==> config.mk <==
export PLATFORM = sky130hd
export DESIGN_NAME = fir_mac_sequencer_flat
export DESIGN_NICKNAME = d
export VERILOG_FILES = /design/src/rtl/fir_mac_sequencer_if.sv /design/src/rtl/fir_mac_sequencer.sv /design/src/flat_wrapper.sv
export SDC_FILE = /design/constraint.sdc
export NUM_CORES = 1
export LEC_CHECK = 0
export BUFFER_PORTS_ARGS = -buffer_cell sky130_fd_sc_hd__buf_2
export CORE_MARGIN = 3
export CORE_UTILIZATION = 53
export CTS_CLUSTER_SIZE = 12
export DETAILED_ROUTE_END_ITERATION = 12
export PLACE_DENSITY = 0.85
export SYNTH_ARGS = -nofsm -noshare
export SYNTH_HDL_FRONTEND = slang
export SYNTH_SLANG_ARGS = --single-unit
==> constraint.sdc <==
create_clock -name CLK -period 3.02 [get_ports CLK]
set_input_delay 0.151 -clock CLK [delete_from_list [all_inputs] [get_ports CLK]]
set_output_delay 0.151 -clock CLK [all_outputs]
set_load 0.01 [all_outputs]
==> src/rtl/fir_mac_sequencer_if.sv <==
// rtl/fir_mac_sequencer_if.sv - sample streams, coefficient port and DSP slice signals of the FIR MAC sequencer
interface fir_mac_sequencer_if #(
    parameter int TAPS  = 8,
    parameter int OUT_W = 18
);
    localparam int AW = $clog2(TAPS);

    logic                    S_VALID;
    logic                    S_READY;
    logic signed [17:0]      S_DATA;
    logic                    M_VALID;
    logic                    M_READY;
    logic signed [OUT_W-1:0] M_DATA;
    logic                    COEF_WE;
    logic [AW-1:0]           COEF_ADDR;
    logic signed [17:0]      COEF_WDATA;
    logic signed [17:0]      DSP_A;
    logic signed [17:0]      DSP_B;
    logic [7:0]              DSP_OPMODE;
    logic signed [47:0]      DSP_P;

    modport slave (
        input  S_VALID, S_DATA, M_READY, COEF_WE, COEF_ADDR, COEF_WDATA, DSP_P,
        output S_READY, M_VALID, M_DATA, DSP_A, DSP_B, DSP_OPMODE
    );

    modport master (
        output S_VALID, S_DATA, M_READY, COEF_WE, COEF_ADDR, COEF_WDATA, DSP_P,
        input  S_READY, M_VALID, M_DATA, DSP_A, DSP_B, DSP_OPMODE
    );
endinterface

==> src/rtl/fir_mac_sequencer.sv <==
// rtl/fir_mac_sequencer.sv - time-multiplexed FIR sequencer driving one DSP48A1 slice
module fir_mac_sequencer #(
    parameter int TAPS    = 8,
    parameter int RES_LAT = 3,
    parameter int SHIFT   = 17,
    parameter int OUT_W   = 18
) (
    input  logic              CLK,
    input  logic              RST_N,
    fir_mac_sequencer_if.slave bus
);
    localparam int AW = $clog2(TAPS);
    localparam int CW = (RES_LAT > 1) ? $clog2(RES_LAT) : 1;
    localparam logic [AW-1:0] LAST_IDX = AW'(TAPS - 1);
    localparam logic [CW-1:0] LAST_CNT = CW'(RES_LAT - 1);
    localparam logic signed [47:0] SAT_MAX = (48'sd1 <<< (OUT_W - 1)) - 48'sd1;
    localparam logic signed [47:0] SAT_MIN = -(48'sd1 <<< (OUT_W - 1));
    localparam logic [7:0] OP_FIRST = 8'h01;
    localparam logic [7:0] OP_ACC   = 8'h09;
    localparam logic [7:0] OP_HOLD  = 8'h08;

    typedef enum logic [1:0] {IDLE, ISSUE, DRAIN, OUT} state_t;

    state_t                  state;
    state_t                  state_next;
    logic [AW-1:0]           idx;
    logic [AW-1:0]           idx_inc;
    logic [CW-1:0]           cnt;
    logic signed [17:0]      coef [TAPS];
    logic signed [17:0]      x [TAPS];
    logic                    accept;
    logic                    coef_commit;
    logic                    issue_last;
    logic                    drain_last;
    logic signed [17:0]      coef0_eff;
    logic signed [47:0]      p_shift;
    logic signed [OUT_W-1:0] p_sat;

    assign bus.S_READY = (state == IDLE) && RST_N;
    assign bus.M_VALID = (state == OUT);
    assign accept      = (state == IDLE) && bus.S_VALID;
    assign coef_commit = (state == IDLE) && bus.COEF_WE;
    assign issue_last  = (idx == LAST_IDX);
    assign drain_last  = (cnt == LAST_CNT);
    assign idx_inc     = idx + 1'b1;
    // a coefficient written on the accept edge must already feed the first tap
    assign coef0_eff   = (coef_commit && bus.COEF_ADDR == '0) ? bus.COEF_WDATA : coef[0];

    // scale the accumulated product and clamp it into the output range
    always_comb begin
        p_shift = bus.DSP_P >>> SHIFT;
        p_sat   = p_shift[OUT_W-1:0];
        if (p_shift > SAT_MAX) begin
            p_sat = SAT_MAX[OUT_W-1:0];
        end else if (p_shift < SAT_MIN) begin
            p_sat = SAT_MIN[OUT_W-1:0];
        end
    end

    // next-state decode
    always_comb begin
        state_next = state;
        case (state)
            IDLE:    if (bus.S_VALID)  state_next = ISSUE;
            ISSUE:   if (issue_last)   state_next = DRAIN;
            DRAIN:   if (drain_last)   state_next = OUT;
            OUT:     if (bus.M_READY)  state_next = IDLE;
            default: state_next = IDLE;
        endcase
    end

    // state, tap index, slice operands, OPMODE (one cycle behind A/B) and result capture
    always_ff @(posedge CLK or negedge RST_N) begin
        if (!RST_N) begin
            state          <= IDLE;
            idx            <= '0;
            cnt            <= '0;
            bus.DSP_A      <= '0;
            bus.DSP_B      <= '0;
            bus.DSP_OPMODE <= 8'h00;
            bus.M_DATA     <= '0;
        end else begin
            state          <= state_next;
            bus.DSP_OPMODE <= (state != ISSUE) ? OP_HOLD : ((idx == '0) ? OP_FIRST : OP_ACC);
            case (state)
                IDLE: begin
                    if (accept) begin
                        idx       <= '0;
                        bus.DSP_A <= coef0_eff;
                        bus.DSP_B <= bus.S_DATA;
                    end
                end
                ISSUE: begin
                    if (issue_last) begin
                        cnt       <= '0;
                        bus.DSP_A <= '0;
                        bus.DSP_B <= '0;
                    end else begin
                        idx       <= idx_inc;
                        bus.DSP_A <= coef[idx_inc];
                        bus.DSP_B <= x[idx_inc];
                    end
                end
                DRAIN: begin
                    if (drain_last) begin
                        bus.M_DATA <= p_sat;
                    end else begin
                        cnt <= cnt + 1'b1;
                    end
                end
                default: ;
            endcase
        end
    end

    // coefficient register file, writable only while idle
    always_ff @(posedge CLK or negedge RST_N) begin
        if (!RST_N) begin
            for (int i = 0; i < TAPS; i++) coef[i] <= '0;
        end else if (coef_commit && (int'(bus.COEF_ADDR) < TAPS)) begin
            coef[bus.COEF_ADDR] <= bus.COEF_WDATA;
        end
    end

    // sample delay line, shifts once per accepted sample
    always_ff @(posedge CLK or negedge RST_N) begin
        if (!RST_N) begin
            for (int i = 0; i < TAPS; i++) x[i] <= '0;
        end else if (accept) begin
            x[0] <= bus.S_DATA;
            for (int i = 1; i < TAPS; i++) x[i] <= x[i-1];
        end
    end
endmodule

==> src/flat_wrapper.sv <==
// flat-port wrapper written by rule: the top's interface ports become plain ports
module fir_mac_sequencer_flat 
#(
    parameter int TAPS    = 8,
    parameter int RES_LAT = 3,
    parameter int SHIFT   = 17,
    parameter int OUT_W   = 18
)
  (CLK, RST_N, bus_S_VALID, bus_S_DATA, bus_M_READY, bus_COEF_WE, bus_COEF_ADDR, bus_COEF_WDATA, bus_DSP_P, bus_S_READY, bus_M_VALID, bus_M_DATA, bus_DSP_A, bus_DSP_B, bus_DSP_OPMODE);
  fir_mac_sequencer_if #(.TAPS(TAPS), .OUT_W(OUT_W)) bus_i ();
  input  logic CLK;
  input  logic RST_N;
  input wire logic [$bits(bus_i.S_VALID)-1:0] bus_S_VALID;
  input wire logic [$bits(bus_i.S_DATA)-1:0] bus_S_DATA;
  input wire logic [$bits(bus_i.M_READY)-1:0] bus_M_READY;
  input wire logic [$bits(bus_i.COEF_WE)-1:0] bus_COEF_WE;
  input wire logic [$bits(bus_i.COEF_ADDR)-1:0] bus_COEF_ADDR;
  input wire logic [$bits(bus_i.COEF_WDATA)-1:0] bus_COEF_WDATA;
  input wire logic [$bits(bus_i.DSP_P)-1:0] bus_DSP_P;
  output wire logic [$bits(bus_i.S_READY)-1:0] bus_S_READY;
  output wire logic [$bits(bus_i.M_VALID)-1:0] bus_M_VALID;
  output wire logic [$bits(bus_i.M_DATA)-1:0] bus_M_DATA;
  output wire logic [$bits(bus_i.DSP_A)-1:0] bus_DSP_A;
  output wire logic [$bits(bus_i.DSP_B)-1:0] bus_DSP_B;
  output wire logic [$bits(bus_i.DSP_OPMODE)-1:0] bus_DSP_OPMODE;
  assign bus_i.S_VALID = bus_S_VALID;
  assign bus_i.S_DATA = bus_S_DATA;
  assign bus_i.M_READY = bus_M_READY;
  assign bus_i.COEF_WE = bus_COEF_WE;
  assign bus_i.COEF_ADDR = bus_COEF_ADDR;
  assign bus_i.COEF_WDATA = bus_COEF_WDATA;
  assign bus_i.DSP_P = bus_DSP_P;
  assign bus_S_READY = bus_i.S_READY;
  assign bus_M_VALID = bus_i.M_VALID;
  assign bus_M_DATA = bus_i.M_DATA;
  assign bus_DSP_A = bus_i.DSP_A;
  assign bus_DSP_B = bus_i.DSP_B;
  assign bus_DSP_OPMODE = bus_i.DSP_OPMODE;
  fir_mac_sequencer #(.TAPS(TAPS), .RES_LAT(RES_LAT), .SHIFT(SHIFT), .OUT_W(OUT_W)) u_core (.CLK(CLK), .RST_N(RST_N), .bus(bus_i));
endmodule
; Word level (Yosys, flattened, before mapping)
; Index checks and enable logic that the tools add are counted.
[totals]
regBits = 357
out_inout_bits = 64
wordCells = 91
input_bits = 92
[classes]
mux = 31
reduce_logical = 15
addsub = 2
bitwise = 2
n_lt_le_gt_ge = 5
eq_ne = 13
[ops]
columns = operator, n
row1 = $mux 18, 12
row2 = $bwmux 144, 1
row3 = $bmux 18 s3, 2
row4 = $pmux 18 s2, 2
row5 = $demux 18 s3, 1
row6 = $gt 31x18->1 const B, 1
row7 = $lt 31x18->1 const B, 1
row8 = $mux 2, 6
row9 = $ge 4x4->1 const B, 2
row10 = $mux 8, 1
row11 = $ne 2x1->1 const B, 4
row12 = $ne 2x2->1 const B, 4
row13 = $not 3->4, 2
row14 = $pmux 2 s4, 1
row15 = $eq 2x2->1 const B, 3
row16 = $logic_not 3->1, 2
row17 = $mux 3, 2
row18 = $pmux 3 s2, 1
row19 = $reduce_and 3->1, 2
row20 = $logic_and 1x1->1, 5
row21 = $lt 4x1->1 const B, 1
row22 = $mux 4, 1
row23 = $pmux 2 s2, 1
row24 = $reduce_and 2->1, 2
row25 = 7 further kinds, 8

; Longest topological paths before layout
; Gate-level depths: netlist of run 1.
[depth]
depth_word = 7
mapped_depth = 11
mapped_depth_nobuf = 6

; Worst setup path after synthesis of run 1
; OpenSTA, ideal clock, no wires.
[synth_path]
path_type = register to register
start = register u_core.idx[0]
end = register u_core.bus.DSP_A[10]
path_slack_ps = 7
stages_incl_launch_ff = 11
period_less_slack_ps = 3013
required_ps = 2894
n_path_buf = 5
setup_time_ps = 126
arrival_time_ps = 2887
path_cell_list = dfrtp_1 > buf_4 > buf_4 > buf_2 > inv_1 > ha_1 > clkbuf_1 > buf_1 > mux4_2 > a22o_1 > a221o_1
[synth_between]
elab_chain_len = 7
word_cells_on_any_way = 8
cone_classes = 1 x add/sub / 1 x eq/ne / 5 x mux / 1 x bitwise
[synth_rtl]
columns = element, line
row1 = "start, declared", fir_mac_sequencer.sv:26  ; logic [AW-1:0] idx;
row2 = "start signal, assigned", fir_mac_sequencer.sv:99  ; idx <= idx_inc;
row3 = $add 3x1->3, fir_mac_sequencer.sv:45  ; assign idx_inc = idx + 1'b1;
row4 = $not 3->4 (not written as such), fir_mac_sequencer.sv:100  ; bus.DSP_A <= coef[idx_inc];
row5 = $bmux 18 s3, fir_mac_sequencer.sv:100
row6 = $mux 18 (not written as such) (2 in series), fir_mac_sequencer.sv:100
row7 = $mux 18 *, fir_mac_sequencer.sv:94  ; if (issue_last) begin
row8 = $pmux 18 s2 *, fir_mac_sequencer.sv:85  ; case (state)
row9 = "end signal, assigned", fir_mac_sequencer.sv:89  ; bus.DSP_A <= coef0_eff;
row10 = "end signal, assigned", fir_mac_sequencer.sv:100
row11 = "end, declared", fir_mac_sequencer_if.sv:24  ; output S_READY, M_VALID, M_DATA, DSP_A, DSP_B, DSP_OPMODE
; Mark *: on every way between the ends. The rest lies on a longest branch, timed or not. The select of a mux whose other input is x is not followed.
; A chain may end at the register's enable or synchronous reset.

; Final worst setup path of run 1
[layout_path]
start = register u_core.state[0]
end = register u_core.bus.DSP_A[6]
[layout_between]
elab_chain_len = 6
word_cells_on_any_way = 11
cone_classes = 2 x eq/ne / 3 x mux / 6 x reduce/logical
[layout_rtl]
columns = element, line
row1 = "start, declared", fir_mac_sequencer.sv:24  ; state_t state;
row2 = "start signal, assigned", fir_mac_sequencer.sv:83  ; state <= state_next;
row3 = $logic_not 2->1, "fir_mac_sequencer.sv:41, fir_mac_sequencer.sv:42, fir_mac_sequencer.sv:85"
row4 = $logic_and 1x1->1, fir_mac_sequencer.sv:42  ; assign coef_commit = (state == IDLE) && bus.COEF_WE;
row5 = $logic_and 1x1->1, fir_mac_sequencer.sv:47  ; assign coef0_eff = (coef_commit && bus.COEF_ADDR == '0) ? bus.COEF_WDATA : coef[0];
row6 = $mux 18, fir_mac_sequencer.sv:47
row7 = $mux 18, fir_mac_sequencer.sv:87  ; if (accept) begin
row8 = $pmux 18 s2, fir_mac_sequencer.sv:85
; Parallel ways exist; a longest one is shown, timed or not. The select of a mux whose other input is x is not followed.

==> results.md, run 1 <==
- Setup bufs post-CTS: 0
- Final worst path period share: 85.2%
- Most common cell after layout, fill and taps aside: dfrtp_1
- Rel. slew slack: 27.8%
- Largest net degree at the start of global routing: 164
- Placed cells: 1500
- Worst Tran Pin Value: 1080 ps
- Worst R2R Path Depth: 7
- Clock Sinks: 351
- CTS tree: built
- CP Max Fanout: 18
- Max rail drop VDD: 0.686 mV
- Destination of the worst hold path: u_core.idx[2]
- Final worst slack: 448 ps
- CTS Root Cell: clkbuf_16
- Final wirelength: 33.8 mm
- Vias/cell: 5.90
- Total power: 19200 µW
- Routed vias: 9544
- Distinct cell type count after synthesis: 38
- Finish-stage setup viols: 0
- Area grow syn2layout: 18.3%
- Commonest cells after routing, fill and taps aside: dfrtp_1, mux2_2, buf_2
- Remaining Overflow, GRT: 0
- Post-Synthesis Cells: 1016
- Post-route ant nets: 0
- Cell Chain, Critical Path: inv_1 -> ha_1 -> buf_4 -> nand2b_1 -> and3_1 -> a22o_1 -> a221o_1
- Post-route design area: 18400 µm²
- HP Start: bus_S_VALID
- Crit path time final: 2570 ps
- Worst Path Class, Setup: reg -> reg
- Yosys reg bits: 351
- Share of layout cells above drive strength 1: 47.1%
- Pre-CTS setup slack: 470 ps
- CTS resizes: 0
- Total GRT Usage: 22.0%
- CP arrival: 2980 ps
- Initial antenna violation count: 3
- Worst hold stages: 4
- Number of global-route vias before repair: 10400
- # DRC: 0
- Core Area: 28800 µm²
- Setup_tns: 0 ps
- Avg Inst Size Synth: 15.3 µm²
- Drt pass-1 iters: 5
- Netlist Area Pre-Place: 15500 µm²
- RR Startpoint: u_core.state[0]
- Initial Util: 54.0%
- Max Fclk: 389 MHz
- Row count: 62
- Outcome: complete, no violations
- Synth warn: 0
- IO Pins: 156
- Worst-skew pair later-pin latency: 520 ps
- CP startpoint kind: flop
- HPWL after DPL: 19.9 mm
- Critical path's slowest cell: and3_1
- H-tree Lvls: 2
- Die height: 177 µm
- Worst setup EP type: flop
- Final Hold Fails: 0
- Biggest cell delay along the critical path: 570 ps
- Post-route insts no fill: 1618
- Drt first-iter violations: 550
- Final Wtd Congestion: 0.757
- RSZ-0062 raised after global routing: false
- Reg2Reg Setup Slack: 450 ps
- Nets: 1311
- Critical Path RT: 3420 ps
- Maximum capacitance violations: 0
- Port bufs: 132
- Chip width: 177 µm
- Seq/Total Area, Yosys: 56.5%
- R2r endpoint: u_core.bus.DSP_A[6]
- Wire length per cell: 20.9 µm
- Pwr Density: 1050 nW/µm²
- Clock-pin slew on the worst setup and hold paths: 60 ps
- First-pass GRT wire length: 55.0 mm
- Clock skew: 15.2 ps
- Die ar.: 31400 µm²
- Placed Area: 16700 µm²
- CTS hold repair buffers: 55
- Max-slew violations: 0
- HP Class: in -> reg
- Leak Pwr: 0.00850 µW
- Max Buffers Root-to-Sink: 3
- Num CTS Buffers: 37
## logic make-up after synthesis
group	share of synthesized area (%)
AO/OA/AOI/OAI	4.86
adder cells (fa/ha/maj)	0.725
buffers and inverters	2.26
flip-flops	56.5
AND/OR/NAND/NOR	3.69
other	0.0241
multiplexers	31.9
## sequential cells by signal, indices dropped and copies added, names as in the netlist
register / count
u_core.cnt: 2
u_core.x: 144
u_core.bus.DSP_OPMODE: 2
u_core.bus.M_DATA: 18
u_core.bus.DSP_A: 18
u_core.idx: 3
u_core.state: 2
u_core.coef: 144
u_core.bus.DSP_B: 18
## layout make-up
type,instances,area [µm²]
tap,384,480
antenna,3,7.51
clock inverter,6,83.8
timing repair buffer,217,1520
sequential,351,8790
clock buffer,54,1040
inverter,7,26.3
fill,1996,10400
multi-input combinational,596,6440
## per-layer routing
| layer | share of wire, % | vias up | global-route usage [%] | routed length, µm |
|---|---|---|---|---|
| li1 | - | 4196 | - | - |
| met1 | 41 | 5030 | 28.5 | 13900 |
| met2 | 51 | 248 | 38.1 | 17400 |
| met3 | 4.8 | 68 | 4.12 | 1640 |
| met4 | 2.6 | 2 | 6.51 | 886 |
| met5 | 0.038 | - | 0 | 13 |
## critical path: cells and delay by family (launching register included)
kind	cells	cell delay, ps
and+or+nand+nor	2	700
adders and majority gates	1	350
AOI/OAI and AO/OA	2	650
buffers and inverters	2	360
DFF	1	400
## per-stage QoR
stage	hold WS [ps]	utilization (%)
after CTS	41.0	63.9
after global placement	315	58.0
after floorplan	-145	-
after detailed placement	319	58.0
after global routing	93.1	63.9
final	58.2	63.9
## Yosys cell counts
cell	n	area (µm²)
dfrtp_1	351	8780
mux2_2	281	3160
mux4_2	72	1620
nand2_1	42	158
clkbuf_1	30	113
nor2_1	27	101
a22o_1	24	210
buf_2	20	100
o21ai_0	20	100
a22oi_1	19	143
a21oi_1	18	90.1
a221o_1	18	180
nor3b_1	18	135
buf_4	11	82.6
mux2_4	10	150
ha_1	9	113
inv_1	7	26.3
buf_1	5	18.8
nand2b_1	4	25.0
nand3_1	3	15.0
nor2b_1	3	18.8
and3_1	2	12.5
mux2i_1	2	20.0
nand4_1	2	12.5
nor3_1	2	10.0
nor3_2	2	20.0
nor4_1	2	12.5
or3_1	2	12.5
a41oi_1	1	8.76
and2_1	1	6.26
buf_6	1	11.3
conb_1	1	3.75
nand3b_1	1	7.51
nand3b_4	1	20.0
o22ai_1	1	6.26
o31ai_1	1	7.51
o41ai_1	1	8.76
or2_2	1	6.26
## power by group
part | total (µW) | internal [µW] | switching (µW)
sequential | 8060 | 6800 | 1260
combinational | 6910 | 3900 | 3010
clock | 4270 | 2470 | 1790
## worst max-delay path by stage
| stage | slack, ps | depth (start not counted) | start | endpoint |
|---|---|---|---|---|
| floorplan | 7 | 10 | u_core.idx[0] | u_core.bus.DSP_A[10] |
| global placement | 580 | 7 | u_core.state[0] | u_core.bus.DSP_A[17] |
| detailed placement | 470 | 7 | u_core.state[0] | u_core.bus.DSP_A[10] |
| CTS | 460 | 7 | u_core.state[0] | u_core.bus.DSP_A[10] |
| global route | 380 | 7 | u_core.state[0] | u_core.bus.DSP_A[10] |
| finish | 450 | 7 | u_core.state[0] | u_core.bus.DSP_A[6] |
(Power assumes the default switching activity.)
==> run 2, diff against run 1 <==
--- a/config.mk
+++ b/config.mk
@@ -7,10 +7,10 @@
 export LEC_CHECK = 0
 export BUFFER_PORTS_ARGS = -buffer_cell sky130_fd_sc_hd__buf_2
 export CORE_MARGIN = 3
-export CORE_UTILIZATION = 53
+export CORE_UTILIZATION = 59
 export CTS_CLUSTER_SIZE = 12
 export DETAILED_ROUTE_END_ITERATION = 12
-export PLACE_DENSITY = 0.85
+export PLACE_DENSITY = 0.89
 export SYNTH_ARGS = -nofsm -noshare
 export SYNTH_HDL_FRONTEND = slang
 export SYNTH_SLANG_ARGS = --single-unit
==> constraint.sdc (replaced) <==
create_clock -name CLK -period 2.4 [get_ports CLK]
set_input_delay 0.12 -clock CLK [delete_from_list [all_inputs] [get_ports CLK]]
set_output_delay 0.12 -clock CLK [all_outputs]
set_load 0.01 [all_outputs]
==> run 2 against run 1 <==
Against the previous run:
- maximum frequency grew 10%
- largest power group unchanged
- die area shrank 9.8%
- combinational power grew 30%
- via count grew 2.6%
- highest routed layer is now met4
- critical path type unchanged
- clock skew is essentially flat
- flip-flop and latch count is the same
- clock power grew 26%
- final cell count shrank 3.1%
- worst setup slack lost 380 ps
- routed wire length grew 4.0%
- critical path depth is the same
- first-iteration DRC count grew 40%
==> results.md, run 2 (synthesis gave the netlist of run 1 again) <==
- Most common cell after layout, fill and taps aside: dfrtp_1 (unchanged)
- Critical Path RT: 2780 ps (was 3420 ps)
- Drt pass-1 iters: 5 (unchanged)
- Wire length per cell: 22.4 µm (was 20.9 µm)
- Total GRT Usage: 25.1% (was 22.0%)
- Maximum capacitance violations: 0 (unchanged)
- Initial Util: 60.8% (was 54.0%)
- Chip width: 168 µm (was 177 µm)
- # DRC: 0 (unchanged)
- CTS Root Cell: clkbuf_16 (unchanged)
- Routed vias: 9790 (was 9544)
- Number of global-route vias before repair: 10800 (was 10400)
- Die height: 168 µm (was 177 µm)
- Final wirelength: 35.2 mm (was 33.8 mm)
- Share of layout cells above drive strength 1: 47.5% (was 47.1%)
- Largest net degree at the start of global routing: 102 (was 164)
- Critical path's slowest cell: dfrtp_1 (was and3_1)
- Port bufs: 132 (unchanged)
- IO Pins: 156 (unchanged)
- Biggest registers after layout: u_core.coef: 144 flops, u_core.x: 144 flops (unchanged)
- Final worst slack: 67.4 ps (was 448 ps)
- Crit path from: u_core.state[1] (was u_core.state[0])
- Diodes inserted: 0 (was 3)
- Met2 usage: 43.2% (was 38.1%)
- Commonest cells after routing, fill and taps aside: dfrtp_1, mux2_2, buf_2 (unchanged)
- Worst setup EP type: flop (unchanged)
- Remaining Overflow, GRT: 0 (unchanged)
- R2r endpoint: u_core.bus.DSP_A[14] (was u_core.bus.DSP_A[6])
- Final Wtd Congestion: 0.798 (was 0.757)
- CTS tree: built (unchanged)
- Max-slew violations: 0 (unchanged)
- Worst R2R Path Depth: 7 (unchanged)
- CP startpoint kind: flop (unchanged)
- Worst Tran Pin Value: 564 ps (was 1080 ps)
- Nets: 1318 (was 1311)
- Grt met1 use: 32.6% (was 28.5%)
- Die ar.: 28300 µm² (was 31400 µm²)
- H-tree Lvls: 2 (unchanged)
- First-pass GRT wire length: 57.0 mm (was 55.0 mm)
- Clock Sinks: 351 (unchanged)
- Rel. slew slack: 62.3% (was 27.8%)
- Clock-pin slew on the worst setup and hold paths: 60 ps (about the same)
- Pwr Density: 1330 nW/µm² (was 1050 nW/µm²)
- Area grow syn2layout: 19.2% (was 18.3%)
- HP Class: in -> reg (unchanged)
- Row count: 58 (was 62)
- HPWL after DPL: 20.2 mm (was 19.9 mm)
- CP endpoint: u_core.bus.DSP_A[14] (was u_core.bus.DSP_A[6])
- Leak Pwr: 0.00859 µW (was 0.00850 µW)
- Max Fclk: 429 MHz (was 389 MHz)
- Post-route ant nets: 0 (unchanged)
- CP Max Fanout: 18 (unchanged)
- Cell Chain, Critical Path: inv_1 -> ha_2 -> nand3b_4 -> or3_1 -> buf_12 -> mux2_4 -> a221o_1 (was inv_1 -> ha_1 -> buf_4 -> nand2b_1 -> and3_1 -> a22o_1 -> a221o_1)
- Biggest cell delay along the critical path: 410 ps (was 570 ps)
- Core Area: 25500 µm² (was 28800 µm²)
- RR Startpoint: u_core.state[1] (was u_core.state[0])
- Drt first-iter violations: 771 (was 550)
- Finish-stage setup viols: 0 (unchanged)
- Initial antenna violation count: 0 (was 3)
- Crit path time final: 2330 ps (was 2570 ps)
- Num CTS Buffers: 37 (unchanged)
- Max Buffers Root-to-Sink: 3 (unchanged)
- Vias/cell: 6.24 (was 5.90)
- Outcome: complete, no violations (unchanged)
- Final Hold Fails: 0 (unchanged)
- Worst-skew pair later-pin latency: 520 ps (about the same)
- Clock skew: 14.7 ps (was 15.2 ps)
- Met3 usage in global routing: 3.92% (was 4.12%)
- Reg2Reg Setup Slack: 70 ps (was 450 ps)
- RSZ-0062 raised after global routing: false (unchanged)
- CP arrival: 2710 ps (was 2980 ps)
- GR peak layer: met2 (unchanged)
- Worst Path Class, Setup: reg -> reg (unchanged)
- Max rail drop VDD: 0.979 mV (was 0.686 mV)
- Pre-CTS setup slack: 51.4 ps (was 470 ps)
- Setup_tns: 0 ps (unchanged)
- Final worst path period share: 97.2% (was 85.2%)
[run 2: cell types whose count changed in the layout (fill, tap and decap cells not counted), moves of 2 or more]
| cell | previous run | this run |
|---|---|---|
| buf_12 | 6 | 17 |
| buf_4 | 24 | 20 |
| clkbuf_16 | 37 | 39 |
| clkinv_2 | 1 | 3 |
| clkinv_8 | 2 | 0 |
| diode_2 | 3 | 0 |
[run 2: where the power goes]
part / total (µW) / internal, µW / switching (µW) / leakage (µW)
Combinational: 8950 / 5050 / 3890 / 0.00356
Sequential: 10300 / 8560 / 1700 / 0.00448
Clock: 5400 / 3190 / 2210 / 0.000554
[run 2: what timing repair did]
action / in CTS / in global routing
gates resized for setup: 1 / 0
hold buffers: 55 / 0
endpoints found under the hold margin: 278 / 0
buffers inserted: 1 / 0
endpoints found under the setup margin: 4 / 0
[run 2: cell type report]
cell class,instances,area (µm²)
clock buffers,55,1080
clock inverters,5,53.8
fillers,1512,7030
inverters,7,26.3
multi-input cells,596,6450
flip-flops and latches,351,8790
well taps,330,413
repair buffers,224,1710
[run 2: how the worst min path moves through the flow]
stage	slack [ps]	startpoint	end	cells past startpoint
2_1_floorplan	-180	RST_N	u_core.bus.DSP_A[0]	0
3_3_place_gp	70	RST_N	u_core.coef[56]	1
3_5_place_dp	70	RST_N	u_core.coef[2]	1
4_1_cts	50	bus_S_VALID	u_core.idx[2]	4
5_1_grt	80	bus_S_VALID	u_core.x[61]	3
6_report	80	bus_S_VALID	u_core.x[61]	3
[run 2: per-layer routing]
layer | share of wire [%] | wire, µm | vias up
met3 | 4.5 | 1590 | 92
met2 | 51 | 18100 | 296
met1 | 41 | 14300 | 5185
met5 | 0 | 0 | -
met4 | 3.2 | 1140 | 0
li1 | - | - | 4217
[run 2: worst max-delay path: cells and delay by family (launching register included)]
kind / cells / cell delay (ps)
buf+inv: 2 / 330
flops: 1 / 410
fa+ha+maj: 1 / 310
mux: 1 / 320
simple gates: 2 / 480
compound gates: 1 / 340
[run 2: through the flow]
step | power (µW) | hold slack [ps] | util, % | cells | cell area [µm²]
2_1_floorplan | 16300 | -176 | - | 1021 | 15600
3_3_place_gp | 18400 | 68.9 | 65.8 | 1452 | 16800
3_5_place_dp | 19000 | 70.2 | 65.8 | 1452 | 16800
4_1_cts | 24700 | 50.3 | 72.5 | 1568 | 18500
5_1_grt | 25900 | 82.0 | 72.5 | 1568 | 18500
6_report | 24600 | 80.9 | 72.5 | 1568 | 18500
==> run 3, diff against run 2 <==
--- a/config.mk
+++ b/config.mk
@@ -5,9 +5,10 @@
 export SDC_FILE = /design/constraint.sdc
 export NUM_CORES = 1
 export LEC_CHECK = 0
+export ABC_AREA = 1
 export BUFFER_PORTS_ARGS = -buffer_cell sky130_fd_sc_hd__buf_2
 export CORE_MARGIN = 3
-export CORE_UTILIZATION = 59
+export CORE_UTILIZATION = 60
 export CTS_CLUSTER_SIZE = 12
 export DETAILED_ROUTE_END_ITERATION = 12
 export PLACE_DENSITY = 0.89
==> run 3 against run 2 <==
Against the previous run:
- the flow now finishes with violations (hold timing)
- global-route usage rose by 5.9 points
- maximum frequency rose by 3.3%
- final area rose by 6.8%
- sequential share of layout area fell by 3.0 points
- clock power rose by 7.0%
- utilization fell by 1.7 points
- power rose by 12%
- die area rose by 8.1%
- critical path type unchanged
- highest routed layer unchanged
==> results.md, run 3 <==
- Final Hold Fails: 1 (was 0)
- Pwr Density: 1390 nW/µm² (was 1330 nW/µm²)
- Final wirelength: 47.3 mm (was 35.2 mm)
- Biggest registers after layout: u_core.coef: 144 flops, u_core.x: 144 flops (unchanged)
- Total GRT Usage: 31.0% (was 25.1%)
- Max-slew violations: 0 (unchanged)
- Seq/Total Area, Yosys: 51.3% (was 56.5%)
- Max Fclk: 443 MHz (was 429 MHz)
- CP startpoint kind: flop (unchanged)
- Most common cell after layout, fill and taps aside: nand2_1 (was dfrtp_1)
- Post-Synthesis Cells: 2252 (was 1016)
- Core Area: 27900 µm² (was 25500 µm²)
- Largest net degree at the start of global routing: 129 (was 102)
- Routed vias: 15800 (was 9790)
- Placed Area: 18100 µm² (was 16800 µm²)
- Buf/Inv on CP: 2 (unchanged)
- Worst setup EP type: flop (unchanged)
- Critical path's slowest cell: o21ai_4 (was dfrtp_1)
- Crit path time final: 2260 ps (was 2330 ps)
- Post-layout util: 70.8% (was 72.5%)
- Avg Inst Size Synth: 7.60 µm² (was 15.3 µm²)
- # DRC: 0 (unchanged)
- Clock-pin slew on the worst setup and hold paths: 60 ps (about the same)
- Critical Path RT: 2760 ps (was 2780 ps)
- Final worst path period share: 94.0% (was 97.2%)
- CP arrival: 2620 ps (was 2710 ps)
- Post-route ant nets: 0 (unchanged)
- Final worst slack: 143 ps (was 67.4 ps)
- Port bufs: 132 (unchanged)
- Outcome: finished with violations (was complete, no violations)
- Synth warn: 0 (unchanged)
- Num CTS Buffers: 39 (was 37)
- Vias/cell: 5.69 (was 6.24)
- Worst-skew pair later-pin latency: 530 ps (was 520 ps)
- Synth area leader: dfrtp_1 (unchanged)
- CTS Root Cell: clkbuf_16 (unchanged)
- Netlist Area Pre-Place: 17100 µm² (was 15500 µm²)
- Drt pass-1 iters: 6 (was 5)
- Rel. slew slack: 32.5% (was 62.3%)
- Biggest cell delay along the critical path: 620 ps (was 410 ps)
- Row count: 61 (was 58)
- Nets: 2481 (was 1318)
- Worst Path Class, Setup: reg -> reg (unchanged)
- Placed cells: 2669 (was 1452)
- Share of layout cells above drive strength 1: 11.1% (was 47.5%)
- Die height: 175 µm (was 168 µm)
- Chip width: 175 µm (was 168 µm)
- HP Class: in -> reg (unchanged)
- Finish-stage setup viols: 0 (unchanged)
- Share of the synthesized area in the top cell type: 51.3% (was 56.5%)
- Die ar.: 30600 µm² (was 28300 µm²)
- Max Buffers Root-to-Sink: 3 (unchanged)
- IO Pins: 156 (unchanged)
- Failing checks: hold timing
- Number of global-route vias before repair: 16000 (was 10800)
- Post-route insts no fill: 2780 (was 1568)
- Setup bufs post-CTS: 0 (was 1)
- HPWL after DPL: 26.7 mm (was 20.2 mm)
- Fin Hold WS: -10.5 ps (was 80.9 ps)
- Initial Util: 61.3% (was 60.8%)
- Synth top cells by count: nand2_1, dfrtp_1, inv_1 (was dfrtp_1, mux2_2, mux4_2)
- Area grow syn2layout: 15.4% (was 19.2%)
- Asr flop ratio synth: 100% (unchanged)
- Yosys reg bits: 351 (unchanged)
- Max rail drop VDD: 1.43 mV (was 0.979 mV)
- First-pass GRT wire length: 77.8 mm (was 57.0 mm)
- H-tree Lvls: 2 (unchanged)
- Initial antenna violation count: 1 (was 0)
- Most frequent cell after synthesis: nand2_1 (was dfrtp_1)
- Clock skew: 24.5 ps (was 14.7 ps)
- Ranking of synthesized cells by area: dfrtp_1, nand2_1, nand3_1 (was dfrtp_1, mux2_2, mux4_2)
- Reg2Reg Setup Slack: 140 ps (was 70 ps)
- CTS tree: built (unchanged)
- Cell family contributing the most delay on the critical path: compound AO/OA/AOI/OAI gates (was simple AND/OR/NAND/NOR gates)
- Wire length per cell: 17.0 µm (was 22.4 µm)
- Cell Chain, Critical Path: inv_1 -> ha_1 -> inv_1 -> o21ai_4 -> o21ai_0 -> nand2_1 -> o21ai_0 (was inv_1 -> ha_2 -> nand3b_4 -> or3_1 -> buf_12 -> mux2_4 -> a221o_1)
- Maximum capacitance violations: 0 (unchanged)
- CP Max Fanout: 21 (was 18)
- Remaining Overflow, GRT: 0 (unchanged)
- Fillers: 1947 (was 1512)
- Drt first-iter violations: 1739 (was 771)
- EDFF count, synth: 0 (unchanged)
- Synth Flop Type: dfrtp_1 (unchanged)
- Commonest cells after routing, fill and taps aside: nand2_1, dfrtp_1, inv_1 (was dfrtp_1, mux2_2, buf_2)
- RSZ-0062 raised after global routing: true (was false)
- Leak Pwr: 0.0100 µW (was 0.00859 µW)
- Post-route design area: 19800 µm² (was 18500 µm²)
- Clock Sinks: 351 (unchanged)
- Final Wtd Congestion: 0.832 (was 0.798)
- Pre-CTS setup slack: 154 ps (was 51.4 ps)
- Distinct cell type count after synthesis: 30 (was 38)
- Worst Tran Pin Value: 1010 ps (was 564 ps)
- Setup_tns: 0 ps (unchanged)
[run 3: cell types whose count changed after synthesis, sizes merged, moves of 52 or more]
cell,delta
nand2,+653
o21ai,+262
buf,+52
mux2,-291
mux4,-72
nand3,+263
nor2,+60
inv,+334
[run 3: where the power goes]
group / total, µW / leakage (µW) / internal, µW / switching (µW)
clock network: 5780 / 0.000586 / 3400 / 2380
registers: 9800 / 0.00441 / 8390 / 1410
logic: 11900 / 0.00502 / 4010 / 7890
total: 27500 / 0.0100 / 15800 / 11700
[run 3: layout make-up]
class | count | area [µm²] | area share (%)
flip-flops and latches | 351 | 8790 | 44.5
clock inverters | 7 | 95.1 | 0.481
clock buffers | 55 | 1110 | 5.60
diodes | 1 | 2.50 | 0.0127
inverters | 342 | 1290 | 6.51
multi-input cells | 1427 | 6410 | 32.4
repair buffers | 219 | 1610 | 8.13
well taps | 378 | 473 | 2.39
[run 3: worst paths after layout]
kind                                  startpoint               endpoint  cells past startpoint
max                              u_core.state[1]          u_core.idx[0]                      7
min                           bus_COEF_WDATA[11]        u_core.coef[29]                      3
max reg2reg                      u_core.state[1]          u_core.idx[0]                      7
min reg2reg                u_core.bus.M_DATA[15]  u_core.bus.M_DATA[15]                      2
max in group asynchronous                  RST_N        u_core.coef[60]                      3
min in group asynchronous                  RST_N       u_core.coef[110]                      2
[run 3: cells by family after synthesis]
| family | count (synthesis) | synth area share [%] |
|---|---|---|
| AO/OA/AOI/OAI | 341 | 10.2 |
| adder cells (fa/ha/maj) | 9 | 0.658 |
| AND/OR/NAND/NOR | 1071 | 26.2 |
| other | 1 | 0.0219 |
| flip-flops | 351 | 51.3 |
| buffers and inverters | 479 | 11.6 |
[run 3: worst register-to-register path: stages, from the launching register on]
cell     delay, ps
dfrtp_1        400
inv_1          140
ha_1           240
inv_1          120
o21ai_4        620
o21ai_0        330
nand2_1        130
o21ai_0        110
[run 3: routing by layer]
layer	GRT usage (%)	up-vias	part of all wire, %
met4	21.6	0	7.2
met5	0	-	0
met1	37.2	7444	36
li1	-	7219	-
met3	5.56	256	8.7
met2	50.9	904	48
[run 3: repair_timing]
action                                  4_1_cts  5_1_grt
hold buffers                                 48        0
gates resized for setup                       0        3
endpoints found under the setup margin        0       18
endpoints found under the hold margin       300        0
[run 3: per-stage QoR]
stage	power, µW	hold slack (ps)
floorplan	17700	-176
global placement	20400	58.0
detailed placement	21100	64.1
CTS	27100	0.562
global route	29400	20.3
finish	27500	-10.5
